===== src/rtl/bitcount_arbiter_ctrl.sv =====
// Round-robin controller that shares one ones-counter datapath between two requesters.
// It loads the winner's operand, walks the shift/increment loop, then returns the count with a done pulse.
module bitcount_arbiter_ctrl #(
  parameter int WIDTH = 8,
  parameter int CNT_W = 4
) (
  input  logic             clk,
  input  logic             reset,
  input  logic [1:0]       req,
  input  logic [WIDTH-1:0] data0,
  input  logic [WIDTH-1:0] data1,
  input  logic             Ais0,
  input  logic             a0,
  input  logic [CNT_W-1:0] result,
  output logic [WIDTH-1:0] A,
  output logic             load,
  output logic             inc,
  output logic             shift,
  output logic [1:0]       grant,
  output logic [1:0]       done,
  output logic [CNT_W-1:0] count,
  output logic             busy
);

  typedef enum logic [1:0] {
    IDLE,
    LOAD,
    RUN,
    DONE
  } state_t;

  state_t state, state_next;
  logic   owner;
  logic   ptr;
  logic   winner;

  // On a tie, the requester that was not served last gets the datapath.
  always_comb begin
    winner = 1'b0;
    unique case (req)
      2'b01:   winner = 1'b0;
      2'b10:   winner = 1'b1;
      default: winner = ~ptr;
    endcase
  end

  always_ff @(posedge clk or negedge reset) begin
    if (!reset) begin
      state <= IDLE;
      owner <= 1'b0;
      grant <= 2'b00;
      count <= '0;
      ptr   <= 1'b1;
    end else begin
      state <= state_next;
      case (state)
        IDLE: begin
          if (|req) begin
            owner <= winner;
            grant <= winner ? 2'b10 : 2'b01;
          end
        end
        RUN: begin
          if (Ais0) count <= result;
        end
        DONE: begin
          ptr   <= owner;
          grant <= 2'b00;
        end
        default: ;
      endcase
    end
  end

  // Shift and increment share a cycle in RUN; the loop ends once the operand register is empty.
  always_comb begin
    state_next = state;
    A          = '0;
    load       = 1'b0;
    inc        = 1'b0;
    shift      = 1'b0;
    done       = 2'b00;
    case (state)
      IDLE: begin
        if (|req) state_next = LOAD;
      end
      LOAD: begin
        load       = 1'b1;
        A          = owner ? data1 : data0;
        state_next = RUN;
      end
      RUN: begin
        if (Ais0) begin
          state_next = DONE;
        end else begin
          shift = 1'b1;
          inc   = a0;
        end
      end
      DONE: begin
        done       = owner ? 2'b10 : 2'b01;
        state_next = IDLE;
      end
      default: state_next = IDLE;
    endcase
  end

  assign busy = (state != IDLE);

endmodule


===== config.mk =====
export PLATFORM = sky130hd
export DESIGN_NAME = bitcount_arbiter_ctrl
export DESIGN_NICKNAME = d
export VERILOG_FILES = /design/src/rtl/bitcount_arbiter_ctrl.sv
export SDC_FILE = /design/constraint.sdc
export NUM_CORES = 1
export LEC_CHECK = 0
export CAP_MARGIN = 40
export CORE_MARGIN = 2
export CORE_UTILIZATION = 35
export CTS_CLUSTER_DIAMETER = 50
export CTS_CLUSTER_SIZE = 10
export DETAILED_ROUTE_END_ITERATION = 10
export PLACE_DENSITY = 0.88
export SLEW_MARGIN = 20
export SYNTH_ARGS = -nofsm -noshare
export SYNTH_HDL_FRONTEND = slang
export SYNTH_SLANG_ARGS = --single-unit

===== constraint.sdc =====
create_clock -name clk -period 1.6 [get_ports clk]
set_input_delay 0.32 -clock clk [delete_from_list [all_inputs] [get_ports clk]]
set_output_delay 0.32 -clock clk [all_outputs]
set_load 0.01 [all_outputs]

==> impl_metrics.yaml <==
timing:
  setup_violations: 7
  final_hold_viol_count: 0
  worst_slew_pin_slew_ns: 0.468
  min_period_ns: 1.64
  rsz0062_at_grt: "yes"
  slew_headroom_pct: 68.7
  clock.fmax_ghz: 0.610
  period_share_pct: 102
  setup_tns_ns: -0.129
  fin_ws_ns: -0.0382
  skew_ns: 0.00747
  hold_ws_ns: 0.371
  final_max_slew_viol_count: 0
cells_and_area:
  final_cell_mix: "clkdlybuf4s50_1 (31), buf_4 (13), buf_2 (12)"
  layout.nets: 163
  area_growth_pct: 89.2
  final_cells: 155
  final_common_cell: "clkdlybuf4s50_1"
  fillers: 149
  diodes: 0
  drive_above_1_share_pct: 41.4
placed_design:
  dp_hpwl_mm: 1.66
  io_buffers: 45
  dp_cells: 150
  place_congestion: 0.692
worst_setup_path:
  crit_path_end_kind: "primary output"
  worstSetupPathType: "flop to primary output"
  startpoint_type: "flop"
  startpoint: "state[0]$_DFFE_PN0P_"
  cp.required_ns: 1.28
  r2r-start: "state[0]$_DFFE_PN0P_"
  critPathMaxFanout: 4
  arrival_ns: 1.32
clock_network:
  cts_made_buffers: 3
  clock_sinks: 10
  ctsHtreeMaxLevel: 1
  clockRootBuffer: "clkbuf_4"
  tritoncts: "yes"
  clk_latency_ns: 0.27
  cts.clk_slew.worst_paths_ns: 0.07
  cts_buffer_depth: 2
floorplanning:
  rows: 16
  die-area_um2: 2370
  dieHeight_um: 48.7
  io_pins: 46
  die_w_um: 48.7
  fp.coreArea_um2: 1920
  start_util_pct: 36.3
global_route:
  track_usage_pct: 17.6
  grt_pass1_wl_mm: 3.20
  antenna_found_initial: 0
  grt-ovfl-total: 0
  grt_pass1_vias: 725
  grt_max_degree: 11
status:
  status: "finished with violations"
  violations: "setup timing"
synthesis:
  synth_area_leader_cell: "dfrtp_1"
  syn_area_um2: 698
  seq_area_frac_synth_pct: 36.0
  ys_types: 21
  synth.area.top_cells: "dfrtp_1 (32%), ha_1 (14%), mux2i_1 (11%)"
  synth-seq-cells: 10
  avgSynthCellArea_um2: 10.7
  syn_nets: 99
  synth_cells: 65
  yosysWarnings: 0
  netlist.area_leader.share_pct: 32.3
detailed_routing:
  postRouteAntennaNets: 0
  viasPerCell: 4.49
  drt_iter0_markers: 5
  drc: 0
  vias: 696
  totalWireLength_mm: 1.96
  firstDrtPassIters: 4
  drt-wirelength-per-cell_um: 12.6
run:
  drv_cap: 0
power_and_ir_drop:
  ir_drop_mv: 0.995
  powerDensity_nw_per_um2: 1640
  power_leakage_uw: 0.000626
hold_path:
  min-delay-path-class: "input pin to async pin"
-- power by group --
part / leakage [µW] / total (µW) / internal [µW] / switching, µW
Combinational: 0.000486 / 1450 / 854 / 597
Sequential: 0.000119 / 486 / 394 / 92.5
Clock: 0.0000210 / 228 / 138 / 90.3
Total: 0.000626 / 2170 / 1390 / 780
-- cell families after synthesis --
| logic type | count (synthesis) | synth area share, % |
|---|---|---|
| fa+ha+maj | 8 | 14.3 |
| compound gates | 8 | 7.70 |
| buf+inv | 6 | 3.76 |
| mux | 14 | 21.7 |
| simple gates | 19 | 16.5 |
| flops | 10 | 36.0 |
-- cells in the mapped netlist (all sizes together) --
library cell  n
o31ai         2
a21oi         1
nor2          3
dfstp         1
a211o         1
o21ai         3
mux2i         8
and2          3
ha            8
nand2b        1
inv           5
dfrtp         9
buf           1
and2b         1
mux2          6
o32a          1
nand2         2
nor2b         9
-- state kept, by name, summed over array words and instances (netlist names) --
register,cells
count,4
grant,2
state,2
owner,1
ptr,1
-- final timing paths --
kind                                              to  slack, ns  depth (start not counted)
worst max-delay path                         done[1]      -0.04                          4
worst min-delay path            count[1]$_DFFE_PN0P_       0.37                          1
worst max register to register  state[1]$_DFFE_PN0P_       0.03                          7
worst min register to register  grant[0]$_DFFE_PN0P_       0.49                          2
max in group asynchronous       state[1]$_DFFE_PN0P_       0.87                          1
min in group clk                grant[0]$_DFFE_PN0P_       0.49                          2
-- routing by layer --
metal,up-vias,track usage (%),share of wire [%]
met1,320,18.9,41
met4,0,7.14,0.72
li1,347,-,-
met5,-,0,0
met2,27,31.5,51
met3,2,5.56,7.5
-- timing repair --
item,4_1_cts,5_1_grt
pin swaps,4,2
endpoints found under the setup margin,15,15
resized for setup,67,7
setup buffers,1,0
hold buffers,0,0
-- layout make-up --
class | instances | area, µm² | share of cell area (%)
inverters | 5 | 18.8 | 1.42
repair buffers | 60 | 507 | 38.4
well taps | 27 | 33.8 | 2.56
flip-flops and latches | 10 | 253 | 19.1
clock buffers | 4 | 36.3 | 2.75
multi-input cells | 49 | 473 | 35.8
-- worst max-delay path, stage by stage (launching register included) --
cell and delay [ns]:
dfrtp_1 0.42, buf_4 0.15, ha_1 0.20, and2_1 0.15, buf_2 0.14
-- metrics by stage --
| step | setup WS (ns) | utilization (%) | total power [µW] | area, µm² |
|---|---|---|---|---|
| 2_1_floorplan | 0.179 | - | 1140 | 698 |
| 3_3_place_gp | -0.341 | 66.6 | 1850 | 1280 |
| 3_5_place_dp | -0.378 | 66.6 | 1920 | 1280 |
| 4_1_cts | -0.0521 | 68.3 | 2180 | 1310 |
| 5_1_grt | -0.0929 | 68.8 | 2330 | 1320 |
| 6_report | -0.0382 | 68.8 | 2170 | 1320 |
No activity file was read; power rests on OpenSTA's default activity.
